File: config.mk
export PLATFORM = sky130hd
export DESIGN_NAME = spi_counter_master
export DESIGN_NICKNAME = d
export VERILOG_FILES = /design/src/rtl/spi_counter_master.sv
export SDC_FILE = /design/constraint.sdc
export NUM_CORES = 1
export LEC_CHECK = 0
export ABC_AREA = 0
export BUFFER_PORTS_ARGS = -buffer_cell sky130_fd_sc_hd__buf_4
export CAP_MARGIN = 20
export CORE_MARGIN = 2
export CORE_UTILIZATION = 56
export CTS_CLUSTER_SIZE = 16
export DETAILED_ROUTE_END_ITERATION = 12
export PLACE_DENSITY = 0.89
export SYNTH_ARGS = -nofsm -noshare
export SYNTH_HDL_FRONTEND = slang
export SYNTH_SLANG_ARGS = --single-unit
File: constraint.sdc
create_clock -name clk -period 1.8 [get_ports clk]
set_input_delay 0.27 -clock clk [delete_from_list [all_inputs] [get_ports clk]]
set_output_delay 0.27 -clock clk [all_outputs]
set_load 0.01 [all_outputs]
File: src/rtl/spi_counter_master.sv
// rtl/spi_counter_master.sv - SPI mode-0 master sending a 14-bit counter as one 16-bit frame
//
// Purpose:
//   Sends {2'b00, count_data} MSB first as two back-to-back bytes (upper
//   byte first) with ss held low for the whole frame. All outputs are
//   registered.
//
// Ports:
//   clk         system clock
//   reset       synchronous, active-high reset
//   start       request to send; only sampled while idle
//   count_data  14-bit value captured on the cycle start is accepted
//   sclk        SPI clock, idles low
//   mosi        SPI data out, MSB first
//   ss          slave select, active low
//   busy        high while a frame is in progress
//   done        one-cycle pulse on the last busy cycle of a frame
//
// Parameters:
//   CLK_DIV     clk cycles per sclk half-period (must be >= 1)

module spi_counter_master #(
    parameter int CLK_DIV = 50
) (
    input  logic        clk,
    input  logic        reset,
    input  logic        start,
    input  logic [13:0] count_data,
    output logic        sclk,
    output logic        mosi,
    output logic        ss,
    output logic        busy,
    output logic        done
);

    if (CLK_DIV < 1) begin : g_bad_clk_div
        $error("spi_counter_master: CLK_DIV must be at least 1");
    end

    // At least one bit wide so CLK_DIV=1 still has a legal counter.
    localparam int DIV_W = (CLK_DIV > 1) ? $clog2(CLK_DIV) : 1;
    localparam logic [DIV_W-1:0] DIV_LAST = DIV_W'(CLK_DIV - 1);

    typedef enum logic [2:0] {
        ST_IDLE,
        ST_SETUP,
        ST_SCLK_H,
        ST_SCLK_L,
        ST_HOLD,
        ST_DONE
    } state_t;

    state_t           state;
    state_t           state_next;
    logic [15:0]      frame_reg;
    logic [15:0]      frame_next;
    logic [DIV_W-1:0] div_cnt;
    logic [DIV_W-1:0] div_next;
    logic [3:0]       bit_cnt;
    logic [3:0]       bit_next;
    logic             half_end;

    logic             sclk_next;
    logic             mosi_next;
    logic             ss_next;
    logic             busy_next;
    logic             done_next;

    always_ff @(posedge clk) begin
        if (reset) begin
            state     <= ST_IDLE;
            frame_reg <= '0;
            div_cnt   <= '0;
            bit_cnt   <= '0;
            sclk      <= 1'b0;
            mosi      <= 1'b0;
            ss        <= 1'b1;
            busy      <= 1'b0;
            done      <= 1'b0;
        end else begin
            state     <= state_next;
            frame_reg <= frame_next;
            div_cnt   <= div_next;
            bit_cnt   <= bit_next;
            sclk      <= sclk_next;
            mosi      <= mosi_next;
            ss        <= ss_next;
            busy      <= busy_next;
            done      <= done_next;
        end
    end

    always_comb begin
        state_next = state;
        frame_next = frame_reg;
        div_next   = div_cnt;
        bit_next   = bit_cnt;
        half_end   = (div_cnt == DIV_LAST);

        case (state)
            ST_IDLE: begin
                if (start) begin
                    frame_next = {2'b00, count_data};
                    div_next   = '0;
                    bit_next   = '0;
                    state_next = ST_SETUP;
                end
            end
            ST_SETUP: begin
                if (half_end) begin
                    div_next   = '0;
                    state_next = ST_SCLK_H;
                end else begin
                    div_next = div_cnt + 1'b1;
                end
            end
            ST_SCLK_H: begin
                if (half_end) begin
                    div_next = '0;
                    if (bit_cnt == 4'd15) begin
                        // Last bit stays in frame_reg[15] so mosi holds it through HOLD.
                        state_next = ST_HOLD;
                    end else begin
                        frame_next = {frame_reg[14:0], 1'b0};
                        bit_next   = bit_cnt + 4'd1;
                        state_next = ST_SCLK_L;
                    end
                end else begin
                    div_next = div_cnt + 1'b1;
                end
            end
            ST_SCLK_L: begin
                if (half_end) begin
                    div_next   = '0;
                    state_next = ST_SCLK_H;
                end else begin
                    div_next = div_cnt + 1'b1;
                end
            end
            ST_HOLD: begin
                if (half_end) begin
                    div_next   = '0;
                    state_next = ST_DONE;
                end else begin
                    div_next = div_cnt + 1'b1;
                end
            end
            ST_DONE: begin
                state_next = ST_IDLE;
            end
            default: begin
                state_next = ST_IDLE;
            end
        endcase

        // Outputs are decoded from the next state and registered, so they
        // line up cycle-for-cycle with the state they describe.
        sclk_next = (state_next == ST_SCLK_H);
        ss_next   = !((state_next == ST_SETUP)  || (state_next == ST_SCLK_H) ||
                      (state_next == ST_SCLK_L) || (state_next == ST_HOLD));
        busy_next = (state_next != ST_IDLE);
        done_next = (state_next == ST_DONE);
        mosi_next = ss_next ? 1'b0 : frame_next[15];
    end

endmodule

# After elaboration in Yosys (flattened, before gate mapping)
# Index checks and enable logic that the tools add are counted.
op_classes:
  addsub: 2
  mul: 0
  div: 0
  order_cmp: 0
  eq_ne: 14
  shift: 0
  n_mux: 17
  bitwise_logic: 1
  reduce_logical: 13
op_table:
  columns: ["cell", "count"]
  rows:
  - ["$mux W16", 3]
  - ["$pmux W16 S2", 1]
  - ["$mux W3", 5]
  - ["$eq A3 B2 Y1 const B", 4]
  - ["$mux W4", 3]
  - ["$mux W6", 2]
  - ["$pmux W3 S4", 1]
  - ["$pmux W6 S2", 1]
  - ["$eq A3 B3 Y1 const B", 3]
  - ["$pmux W4 S2", 1]
  - ["$add A6 B1 Y6 const B", 1]
  - ["$eq A3 B1 Y1 const B", 2]
  - ["$eq A6 B6 Y1 const B", 1]
  - ["$ne A2 B2 Y1 const B", 3]
  - ["$add A4 B1 Y4 const B", 1]
  - ["$eq A4 B4 Y1 const B", 1]
  - ["$reduce_and A4 Y1", 1]
  - ["$reduce_bool A2 Y1", 2]
  - ["$reduce_or A2 Y1", 2]
  - ["$reduce_or A4 Y1", 1]
  - ["$logic_not A3 Y1", 1]
  - ["$logic_or A1 B1 Y1", 3]
  - ["$reduce_bool A3 Y1", 1]
  - ["$reduce_and A2 Y1", 1]
  - ["other kinds (2)", 2]
totals:
  register_bits: 34
  latchBits: 0
  ramBits: 0
  romBits: 0
  inputBits: 17
  out_inout_bits: 5
  elab_cells: 57
  mem_count: 0

# Longest topological paths before layout
# Gate-level depths: netlist of run 1.
logic_depth:
  depth_word: 10
  mapped_depth: 8
  ltp_nobuf: 6

# Worst setup path before layout of run 1
# Ideal clock, no wire load.
synth_timing:
  path_type: "register -> register"
  from: "register div_cnt[1]"
  to: "register div_cnt[5]"
  setup_ns: 0.074
  arrival_time_ns: 1.535
  t_required_ns: 1.726
  slack_ns: 0.191
  stages_incl_launch_ff: 7
  n_path_buf: 0
  synth_period_minus_slack_ns: 1.609
  cell_sequence: "dfxtp_1 > inv_1 > ha_1 > and4bb_4 > a2111oi_4 > a41oi_1 > a31oi_1"
synth_between:
  elab_chain_len: 3
  elab_cells_between_ends: 4
  cone_classes: "add/sub (1); eq/ne (1); mux (2)"
synth_rtl:
  columns: ["item", "line", "rtl"]
  rows:
  - ["start: declaration", "57", "logic [DIV_W-1:0] div_cnt;"]
  - ["start signal: assignment", "83", "div_cnt <= div_next;"]
  - ["$add A6 B1 Y6 or $eq A6 B6 Y1 (tied branches)", null, null]
  - ["$mux W6 *", null, null]
  - ["$pmux W6 S2 *", "100", "case (state)"]
# Every way passes the cells marked *; elsewhere a longest branch is shown, timed or not.
# A chain may end at the register's enable or synchronous reset.

# Final worst setup path of run 1
layout_timing:
  from: "register div_cnt[1]"
  to: "register bit_cnt[3]"
layout_between:
  elab_chain_len: 3
layout_rtl:
  columns: ["item", "line", "rtl"]
  rows:
  - ["$eq A6 B6 Y1", "98", "half_end = (div_cnt == DIV_LAST);"]
  - ["$ne A2 B2 Y1 (no line)", null, null]
  - ["$reduce_and A4 Y1 (no line)", null, null]
  - ["end signal: assignment", "84", "bit_cnt <= bit_next;"]
  - ["end: declaration", "59", "logic [3:0] bit_cnt;"]
# No other way between the ends.

==> results of run 1 <==
worst min-delay path by stage:
stage | to | slack (ns) | depth (start not counted)
final | frame_reg[0] | 0.16 | 3
after global routing | frame_reg[0] | 0.18 | 3
after CTS | frame_reg[0] | 0.16 | 3
after detailed placement | frame_reg[14] | 0.45 | 2
after global placement | frame_reg[14] | 0.44 | 2
after floorplan | frame_reg[0] | 0.41 | 2
synth_stat cells:
master | count | area (um^2)
a31oi_1 | 4 | 25.0
a311oi_1 | 1 | 8.76
a32oi_1 | 1 | 8.76
a2111oi_4 | 1 | 27.5
o21ai_1 | 1 | 5.00
xnor2_1 | 1 | 8.76
buf_2 | 9 | 45.0
and4bb_4 | 1 | 16.3
nor2_1 | 9 | 33.8
nand2_1 | 8 | 30.0
nand4_1 | 2 | 12.5
ha_1 | 3 | 37.5
o211ai_1 | 1 | 7.51
mux2i_1 | 1 | 10.0
a41oi_1 | 1 | 8.76
or3_1 | 3 | 18.8
a211oi_1 | 5 | 37.5
and3_1 | 2 | 12.5
nand3_1 | 21 | 105
clkbuf_1 | 3 | 11.3
inv_1 | 6 | 22.5
a21oi_1 | 20 | 100
nor3_1 | 3 | 15.0
o21a_1 | 1 | 7.51
nand2b_1 | 5 | 31.3
dfxtp_1 | 34 | 681
and4_1 | 1 | 8.76
nand3b_1 | 2 | 15.0
a21o_1 | 1 | 7.51
nor4b_4 | 1 | 23.8
nor2b_1 | 3 | 18.8
o21ai_0 | 7 | 35.0
nand4bb_1 | 1 | 11.3
nand4b_1 | 1 | 8.76
and2_1 | 1 | 6.26
nor3b_2 | 1 | 12.5
a22oi_1 | 13 | 97.6
o31ai_1 | 1 | 7.51
logic make-up after synthesis:
| kind of cell | Yosys count |
|---|---|
| and+or+nand+nor | 65 |
| AOI/OAI and AO/OA | 58 |
| DFF | 34 |
| buffers and inverters | 18 |
| adders and majority gates | 3 |
| xor gates and xnor gates | 1 |
| muxes | 1 |
where the power goes:
group	switching, uW	total (uW)	leakage [uW]	internal (uW)
clock network	274	461	0.0000343	187
registers	18.0	801	0.000278	783
logic	89.1	175	0.000404	86.1
layer usage:
metal,track usage (%),part of all wire [%]
met4,10.6,1.4
met5,0,0
met1,30.5,41
met2,38.6,52
met3,7.94,6.4
metrics by stage:
step	instances	hold slack, ns	total power [uW]
2_1_floorplan	180	0.410	913
3_3_place_gp	233	0.442	975
3_5_place_dp	233	0.451	987
4_1_cts	242	0.156	1430
5_1_grt	244	0.177	1490
6_report	244	0.158	1440
cell type report:
| class | count | area [um^2] |
|---|---|---|
| Multi-Input combinational cell | 128 | 836 |
| Fill cell | 210 | 788 |
| Sequential cell | 34 | 683 |
| Timing Repair Buffer | 37 | 278 |
| Clock buffer | 6 | 51.3 |
| Tap cell | 31 | 38.8 |
| Inverter | 6 | 22.5 |
| Clock inverter | 2 | 12.5 |
critical path: stages, from the launching register on:
cell	delay, ns
dfxtp_2	0.34
inv_1	0.06
ha_2	0.18
and4bb_4	0.29
nand4_1	0.15
buf_4	0.18
buf_4	0.16
o21ai_1	0.17
a211oi_2	0.09
repair_timing:
action,4_1_cts,5_1_grt
hold buffers,0,0
hold endpoints to repair,0,0
cloned,0,0
gates resized for setup,0,8
pin swaps,1,2
endpoints found under the setup margin,2,7
buffers inserted,1,2
placed cells by master, fill, tap and decap left out, types with 3 or more instances in the layout:
cell / n
a211oi_1: 4
a21oi_1: 20
a22oi_1: 13
a31oi_1: 4
buf_4: 37
clkbuf_4: 5
dfxtp_1: 32
inv_1: 6
nand2_1: 8
nand2b_1: 5
nand3_1: 21
nor2_1: 9
nor2b_1: 3
nor3_1: 3
o21ai_0: 5
or3_1: 3
==> key figures, run 1 <==
Clock tree
  – Worst skew pair latency: 0.36 ns
  – Clock Tree Buf Depth: 2
  – Inserted Clock Buffers: 5
  – Htree depth: 2
  – CTS tree: built
  – Clock root buffer: clkbuf_4
  – Clk sinks: 34
  – Clock transition at the registers of the reported paths: roughly 0.11 ns

Worst setup path
  – Critical path launch point type: flop
  – Worst r2r path cells: 8
  – Critical path endpoint: bit_cnt[3]
  – Critical Path AT: between 1.5 and 2 ns
  – Worst R2R Setup Slack: around 0.064 ns
  – Worst R2R Start: div_cnt[1]
  – Maximum fanout along the worst path: 9
  – R2R Path End: bit_cnt[3]
  – Required @ worst endpoint: about 2 ns
  – CP Class: flop to flop
  – Crit path from: div_cnt[1]
  – CP endpoint kind: flop

Hold path
  – Hold crit path type: input port to flop
  – Hold_sp: count_data[0]

Timing
  – Max-slew headroom: approximately 72%
  – Max Clock Freq: around 580 MHz
  – Setup ws final: between 0.06 and 0.07 ns
  – Fin Setup TNS: 0 ns
  – Final max-slew violation count: 0
  – Final Hold Viols: 0
  – Worst clock skew: approximately 0.011 ns
  – Worst-Margin Slew: 0.412 ns
  – RSZ-0062 raised after global routing: no
  – Crit path time final: about 1.7 ns
  – Fin crit share: around 96%
  – Final setup violation count: 0

Synth
  – Compound-Gate Fraction of Synth Area: approximately 24%
  – Largest family of logic cells by synthesized area: compound AO/OA/AOI/OAI gates
  – Simple-gate area share of the yosys netlist: 24.1%
  – Yosys reg bits: 34
  – Ys Warns: 0
  – Post-synthesis net count: 200
  – Synth Area in Adders: between 2 and 2.5%
  – Synth Instances: 180
  – XOR/XNOR Fraction of Synth Area: 0.554%
  – Mapped Area: 1580 um^2
  – Sequential area share after synthesis: a little over two fifths
  – Mux contribution to synthesized area: less than 1%
  – Mean Syn Cell Area: between 8 and 9 um^2
  – Yosys cell types: 38

Finish
  – Fin area: 1920 um^2
  – Number of flip-flops in the largest register: 16
  – Final net count: between 200 and 250
  – Fin util: between 70 and 80%
  – Number of diodes: 0
  – Share of layout cells above drive strength 1: ~26%
  – Layout area overhead: 21.6%

Detailed routing
  – Vias: around 1,500
  – Drt total wl: about 3700 um
  – Pre-antenna DRT Iters: 4
  – Per-cell routed wire length: between 15 and 20 um
  – Initial DRC Count: 83
  – Drt drc: 0
  – Antenna-violating nets left: 0
  – Via density: roughly 6.3

Floorplanning
  – Top Ports: 22
  – Initial Util: about three fifths
  – Row cnt: 19
  – DIE HEIGHT: between 50 and 60 um
  – Core footprint: ~2700 um^2
  – Die width: roughly 57 um
  – Die area: ~3300 um^2

Global route
  – Grt ovf: 0
  – Global-route wire length before repair: a little over 6000 um
  – Largest net degree at the start of global routing: 31
  – GRT Util Overall: 24.4%
  – Vias in the first global route: around 1,400
  – Initial antenna violation count: 0

Power and ir drop
  – Pleak: 0.000716 uW
  – Peak supply drop: 0.000813 V
  – Cell Pwr Density: around 750 nW/um^2

Place
  – Placed inst area: 1820 um^2
  – Post-DP HPWL: ~2500 um
  – Gp weighted congestion: ~0.8
  – Port Buffers: 21
  – DP Worst Slack: about 0.0032 ns

Job
  – Max Cap Viol: 0

Run status
  – Status: finished, final reports clean
No activity file was read; power rests on OpenSTA's default activity.
==> run 2, diff against run 1 <==
==> config.mk (replaced) <==
export PLATFORM = sky130hd
export DESIGN_NAME = spi_counter_master
export DESIGN_NICKNAME = d
export VERILOG_FILES = /design/src/rtl/spi_counter_master.sv
export SDC_FILE = /design/constraint.sdc
export NUM_CORES = 1
export LEC_CHECK = 0
export ABC_AREA = 0
export CAP_MARGIN = 20
export CORE_UTILIZATION = 61
export CTS_CLUSTER_SIZE = 16
export DETAILED_ROUTE_END_ITERATION = 12
export DONT_BUFFER_PORTS = 1
export PLACE_DENSITY = 0.88
export SKIP_LAST_GASP = 1
export SYNTH_ARGS = -nofsm -noshare
export SYNTH_HDL_FRONTEND = slang
export SYNTH_SLANG_ARGS = --single-unit
==> run 2 against run 1 <==
Against the previous run: final area fell by 8.5%; core utilization up 0.70 points; critical path depth fell by 1; final cell count decreased by 8.6%; global-route usage up 3.5 points; maximum frequency decreased by 1.1%; count of clock-buffer cells in the layout shrank 1; clock power fell by 15%; first-iteration DRC count decreased by 45%; sequential power barely moved; sequential share of layout area increased by 3.2 points; hold slack lost 0.10 ns.
==> key figures, run 2 (synthesis gave the netlist of run 1 again) <==
Run status
  – Status: finished, final reports clean

Detailed routing
  – Per-cell routed wire length: 16.7 um (+9.9%)
  – Antenna-violating nets left: 0 (unchanged)
  – Pre-antenna DRT Iters: 4 (unchanged)
  – Drt drc: 0 (unchanged)
  – Initial DRC Count: 46 (-45%)
  – Drt total wl: 3720 um (+0.49%)
  – Via density: 6.63 (+5.1%)
  – Vias: 1,478 (-4.0%)

Place
  – DP Worst Slack: -0.000306 ns (-0.00353 ns)
  – Gp weighted congestion: 0.847 (+9.0%)
  – Port Buffers: 0 (-100%)
  – Post-DP HPWL: 2460 um (-1.7%)

Worst setup path
  – Maximum fanout along the worst path: 7 (-2)
  – Slowest stage cell, crit path: dfxtp_1
  – CP Class: flop to flop
  – CP max stage delay: 0.39 ns (+0.05 ns)
  – CP bufs+invs: 2 (-1)
  – Critical path launch point type: flop
  – Critical Path AT: 2.02 ns (+0.05 ns)
  – Critical path's top delay family: compound AO/OA/AOI/OAI gates
  – Worst R2R Setup Slack: 0.04 ns (-0.02 ns)
  – CP endpoint kind: flop
  – CP Cell Sequence: inv_1 -> ha_1 -> and4bb_4 -> a2111oi_4 -> buf_4 -> a41oi_1 -> a31oi_1
  – Required @ worst endpoint: 2.07 ns (+0.04 ns)

Timing
  – Final max-slew violation count: 0 (unchanged)
  – Worst-Margin Slew: 0.572 ns (+0.160 ns)
  – Fin crit share: 97.5% (+1.1 points)
  – Final Hold Viols: 0 (unchanged)
  – Max-slew headroom: 61.8% (-11 points)
  – Crit path time final: 1.76 ns (+0.0194 ns)
  – Final setup violation count: 0 (unchanged)
  – Worst hold slack: 0.0540 ns (-0.104 ns)
  – Setup ws final: 0.0447 ns (-0.0194 ns)
  – Max Clock Freq: 570 MHz (-1.1%)
  – Worst clock skew: 0.00532 ns (-0.00581 ns)

Power and ir drop
  – Peak supply drop: 0.000868 V (+6.7%)
  – Pleak: 0.000624 uW (-13%)
  – Cell Pwr Density: 765 nW/um^2 (+2.3%)

Floorplanning
  – Row cnt: 18 (-1)
  – Core footprint: 2450 um^2 (-9.4%)
  – Top Ports: 22 (unchanged)
  – Die area: 2800 um^2 (-14%)
  – Initial Util: 64.4% (+6.1 points)
  – Die width: 52.9 um (-7.4%)
  – DIE HEIGHT: 52.9 um (-7.4%)

Hold path
  – Hold crit path type: input port to flop

Finish
  – Most frequent cells in the layout: dfxtp_1 (34), nand3_1 (21), a21oi_1 (20), buf_4 (15), a22oi_1 (13)
  – Share of layout cells above drive strength 1: 14.5% (-11 points)
  – Final net count: 213 (-8.2%)
  – Layout area overhead: 11.2%
  – Commonest non-fill, non-tap cell in the layout: dfxtp_1
  – Number of diodes: 0 (unchanged)
  – Number of flip-flops in the largest register: 16 (unchanged)

Global route
  – GRT Util Overall: 27.9% (+3.5 points)
  – Grt ovf: 0 (unchanged)
  – Global-route wire length before repair: 5580 um (-9.5%)
  – Largest net degree at the start of global routing: 19 (-39%)
  – Vias in the first global route: 1,322 (-3.4%)
  – Initial antenna violation count: 0 (unchanged)

Clock tree
  – Clk sinks: 34 (unchanged)
  – Clock transition at the registers of the reported paths: 0.10 ns (about the same)
  – CTS tree: built
  – Worst skew pair latency: 0.33 ns (-0.03 ns)
  – Clock Tree Buf Depth: 2 (unchanged)
  – Htree depth: 2 (unchanged)
  – Clock root buffer: clkbuf_4
  – Inserted Clock Buffers: 5 (unchanged)

Job
  – Max Cap Viol: 0 (unchanged)
==> run 2: changes by cell type in the layout (fill, tap and decap cells not counted), sizes merged <==
cell / delta
buf: -22
clkbuf: -1
clkinvlp: -1
dlygate4sd3: +3
clkinv: +1
==> run 2: report_power, final <==
group / total [uW] / leakage, uW / switching, uW / internal [uW]
registers: 804 / 0.000277 / 21.0 / 783
logic: 147 / 0.000315 / 81.3 / 65.9
clock network: 394 / 0.0000308 / 254 / 140
==> run 2: path summary, 6_finish.rpt <==
path | cells past startpoint | endpoint | from
setup / recovery | 7 | div_cnt[5] | div_cnt[1]
hold / removal | 1 | ss | reset
setup reg to reg | 7 | div_cnt[5] | div_cnt[1]
hold reg to reg | 2 | frame_reg[8] | frame_reg[8]
==> run 2: routing by layer <==
| metal | track usage, % | part of all wire, % | up-vias |
|---|---|---|---|
| met5 | 0 | 0 | - |
| met2 | 43.7 | 49 | 60 |
| met1 | 33.2 | 44 | 715 |
| li1 | - | - | 696 |
| met4 | 14.5 | 1.3 | 0 |
| met3 | 10.1 | 5.9 | 7 |
==> run 2: repair_timing <==
action,CTS,global route
gates resized for setup,1,2
setup endpoints to repair,8,3
hold buffers,2,1
endpoints found under the hold margin,14,11
pin swaps,1,3
buffers inserted,1,1
==> run 2: cell type report <==
class / instances / area, um^2
fillers: 186 / 697
flip-flops and latches: 34 / 681
inverters: 6 / 22.5
clock inverters: 2 / 10.0
clock buffers: 5 / 37.5
well taps: 30 / 37.5
repair buffers: 18 / 143
multi-input cells: 128 / 827
==> run 2: per-stage QoR <==
step	cells	power, uW	util (%)	area [um^2]	setup TNS (ns)
global route	223	1410	71.6	1760	-0.0573
floorplan	180	913	-	1580	0
finish	223	1340	71.6	1760	0
CTS	221	1330	70.7	1740	0
global placement	211	936	67.6	1660	0
detailed placement	211	948	67.6	1660	-0.000306
==> run 2: worst reg2reg max path: stages (launching register included) <==
cell and delay [ns]:
dfxtp_1 0.39, inv_1 0.06, ha_1 0.20, and4bb_4 0.23
a2111oi_4 0.34, buf_4 0.21, a41oi_1 0.12, a31oi_1 0.14
==> run 3, diff against run 2 <==
--- a/config.mk
+++ b/config.mk
@@ -7,11 +7,13 @@
 export LEC_CHECK = 0
 export ABC_AREA = 0
 export CAP_MARGIN = 20
-export CORE_UTILIZATION = 61
+export CELL_PAD_IN_SITES_DETAIL_PLACEMENT = 1
+export CELL_PAD_IN_SITES_GLOBAL_PLACEMENT = 1
+export CORE_UTILIZATION = 46
 export CTS_CLUSTER_SIZE = 16
 export DETAILED_ROUTE_END_ITERATION = 12
 export DONT_BUFFER_PORTS = 1
-export PLACE_DENSITY = 0.88
+export PLACE_DENSITY = 0.79
 export SKIP_LAST_GASP = 1
 export SYNTH_ARGS = -nofsm -noshare
 export SYNTH_HDL_FRONTEND = slang
==> run 3 against run 2 <==
Against the previous run: count of clock-buffer cells in the layout unchanged; largest cell class unchanged; via count fell by 3.0%; total power grew 0.31%; first-iteration DRC count grew to 2.5 times the previous value; global-route usage shrank 4.4 points; the flow now finishes with violations (negative hold slack).
==> key figures, run 3 (synthesis gave the netlist of run 1 again) <==
Power and ir drop
  – Logic pwr share: 10.4% (-0.5 points)
  – Cell Pwr Density: 745 nW/um^2 (-2.6%)
  – Switching share of power: 26.6% (+0.18 points)
  – Peak supply drop: 0.000393 V (-55%)
  – Power share of the sequential group: 59.8% (about the same)
  – Pleak: 0.000636 uW (+1.9%)
  – P_sw: 359 uW (+1.0%)
  – Internal: 989 uW (about the same)
  – Power share of the clock group: 29.8% (+0.5 points)

Finish
  – Multi-input gate area: 855 um^2 (+3.3%)
  – Share of layout cells above drive strength 1: 20.6% (+6.1 points)
  – Number of flip-flops in the largest register: 16 (unchanged)
  – Sequential cell area: 684 um^2 (+0.55%)
  – Most frequent cells in the layout: dfxtp_1 (31), nand3_1 (20), a21oi_1 (20), buf_4 (18), a22oi_1 (13)
  – Fill cell count: 397 (+110%)
  – Fin area: 1810 um^2 (+3.0%)
  – Fin util: 57.4% (-14 points)
  – Number of diodes: 0 (unchanged)
  – Commonest non-fill, non-tap cell in the layout: dfxtp_1
  – Layout area overhead: 14.6%
  – Final net count: 214 (+0.47%)

Timing
  – Final max-slew violation count: 0 (unchanged)
  – RSZ-0062 raised after global routing: yes
  – Final setup violation count: 0 (unchanged)
  – Worst clock skew: 0.00457 ns (-0.000749 ns)
  – Fin crit share: 95.4% (-2.1 points)
  – Crit path time final: 1.72 ns (-0.0385 ns)
  – Worst hold slack: -0.0149 ns (-0.0689 ns)
  – Final Hold Viols: 8 (+8)
  – Max-slew headroom: 63.9% (+2.1 points)
  – Worst-Margin Slew: 0.538 ns (-0.0339 ns)
  – Max Clock Freq: 582 MHz (+2.2%)
  – Setup ws final: 0.0832 ns (+0.0385 ns)

Run status
  – Status: complete, but fails checks
  – Failing checks: negative hold slack

Floorplanning
  – Die area: 3670 um^2 (+31%)
  – Core footprint: 3150 um^2 (+28%)
  – Die width: 60.6 um (+15%)
  – Row cnt: 20 (+2)
  – DIE HEIGHT: 60.6 um (+15%)
  – Initial Util: 50.1% (-14 points)
  – Top Ports: 22 (unchanged)

Detailed routing
  – Antenna-violating nets left: 0 (unchanged)
  – Via density: 6.03 (-9.1%)
  – Vias: 1,434 (-3.0%)
  – Per-cell routed wire length: 17.5 um (+5.2%)
  – Pre-antenna DRT Iters: 4 (unchanged)
  – Drt drc: 0 (unchanged)
  – Drt total wl: 4170 um (+12%)
  – Initial DRC Count: 116 (+150%)

Place
  – Post-DP HPWL: 2830 um (+15%)
  – Placed inst area: 1670 um^2 (+0.60%)
  – Port Buffers: 0 (unchanged)
  – Gp weighted congestion: 0.778 (-8.1%)
  – DP Worst Slack: -0.000958 ns (-0.000652 ns)

Clock tree
  – Worst skew pair latency: 0.33 ns (about the same)
  – Clock transition at the registers of the reported paths: 0.11 ns (about the same)
  – Inserted Clock Buffers: 5 (unchanged)
  – Clock root buffer: clkbuf_4
  – Clk sinks: 34 (unchanged)
  – Htree depth: 2 (unchanged)
  – CTS tree: built
  – Clock Tree Buf Depth: 2 (unchanged)

Global route
  – Vias in the first global route: 1,341 (+1.4%)
  – Largest net degree at the start of global routing: 31 (+12)
  – Grt ovf: 0 (unchanged)
  – GRT Util Overall: 23.5% (-4.4 points)
  – Initial antenna violation count: 0 (unchanged)
  – Global-route wire length before repair: 6350 um (+14%)

Worst setup path
  – Maximum fanout along the worst path: 5 (-2)
  – CP Class: flop to flop
  – R2R Path End: bit_cnt[3]
  – CP endpoint kind: flop
  – Worst r2r path cells: 6 (-1)
  – Required @ worst endpoint: 2.06 ns (about the same)
  – Critical Path AT: 1.98 ns (-0.04 ns)
  – Worst R2R Start: div_cnt[1]
  – Worst R2R Setup Slack: 0.08 ns (+0.04 ns)
  – Critical path launch point type: flop

Hold path
  – Hold_sp: reset
  – Hold crit path type: input port to flop
  – WHS Path Cells: 1 (unchanged)
  – Worst hold endpoint: state[1]

Job
  – Max Cap Viol: 0 (unchanged)
run 3: cell types whose count changed in the layout (fill, tap and decap cells not counted), moves of 3 or more:
| cell | change |
|---|---|
| buf_4 | +3 |
| dfxtp_1 | -3 |
| dfxtp_2 | +3 |
| dlygate4sd3_1 | -3 |
run 3: worst max path at each step:
stage / startpoint / to / cells past startpoint
after floorplan: div_cnt[1] / div_cnt[5] / 6
after global routing: div_cnt[1] / bit_cnt[3] / 6
final: div_cnt[1] / bit_cnt[3] / 6
after global placement: div_cnt[1] / div_cnt[5] / 6
after CTS: div_cnt[1] / bit_cnt[3] / 6
after detailed placement: div_cnt[1] / div_cnt[5] / 6
run 3: per-stage QoR:
step / total power, uW / TNS (ns) / instances
final: 1350 / 0 / 238
after global routing: 1400 / -0.0175 / 238
after CTS: 1340 / 0 / 232
after detailed placement: 951 / -0.000958 / 224
after global placement: 939 / 0 / 224
after floorplan: 913 / 0 / 180
run 3: timing repair:
item	4_1_cts	5_1_grt
gates resized for setup	1	12
setup endpoints to repair	4	21
pin swaps	3	5
setup buffers	1	6
hold endpoints to repair	25	24
cloned	0	0
run 3: power by group through the flow:
stage	logic (uW)	clock network, uW	registers (uW)
floorplan	97.5	0	816
detailed placement	130	0	821
global route	157	436	809
global placement	120	0	819
finish	140	402	806
CTS	132	404	804
run 3: worst max-delay path, stage by stage, from the launching register on:
cell and delay (ns):
dfxtp_2 0.35, inv_2 0.07, ha_4 0.12, and4bb_4 0.27, nand4_1 0.23, or3_4 0.44, a211oi_2 0.16
run 3: cell type report:
class / count / area share, %
flip-flops and latches: 34 / 37.8
inverters: 6 / 1.24
well taps: 44 / 3.04
repair buffers: 19 / 8.09
clock buffers: 5 / 2.07
clock inverters: 2 / 0.553
multi-input cells: 128 / 47.2
run 3: metal layers:
| layer | part of all wire [%] | track usage (%) | up-vias |
|---|---|---|---|
| met5 | 0 | 0 | - |
| li1 | - | - | 695 |
| met1 | 44 | 28.6 | 705 |
| met3 | 4.1 | 4.90 | 4 |
| met2 | 50 | 40.8 | 30 |
| met4 | 0.96 | 8.44 | 0 |
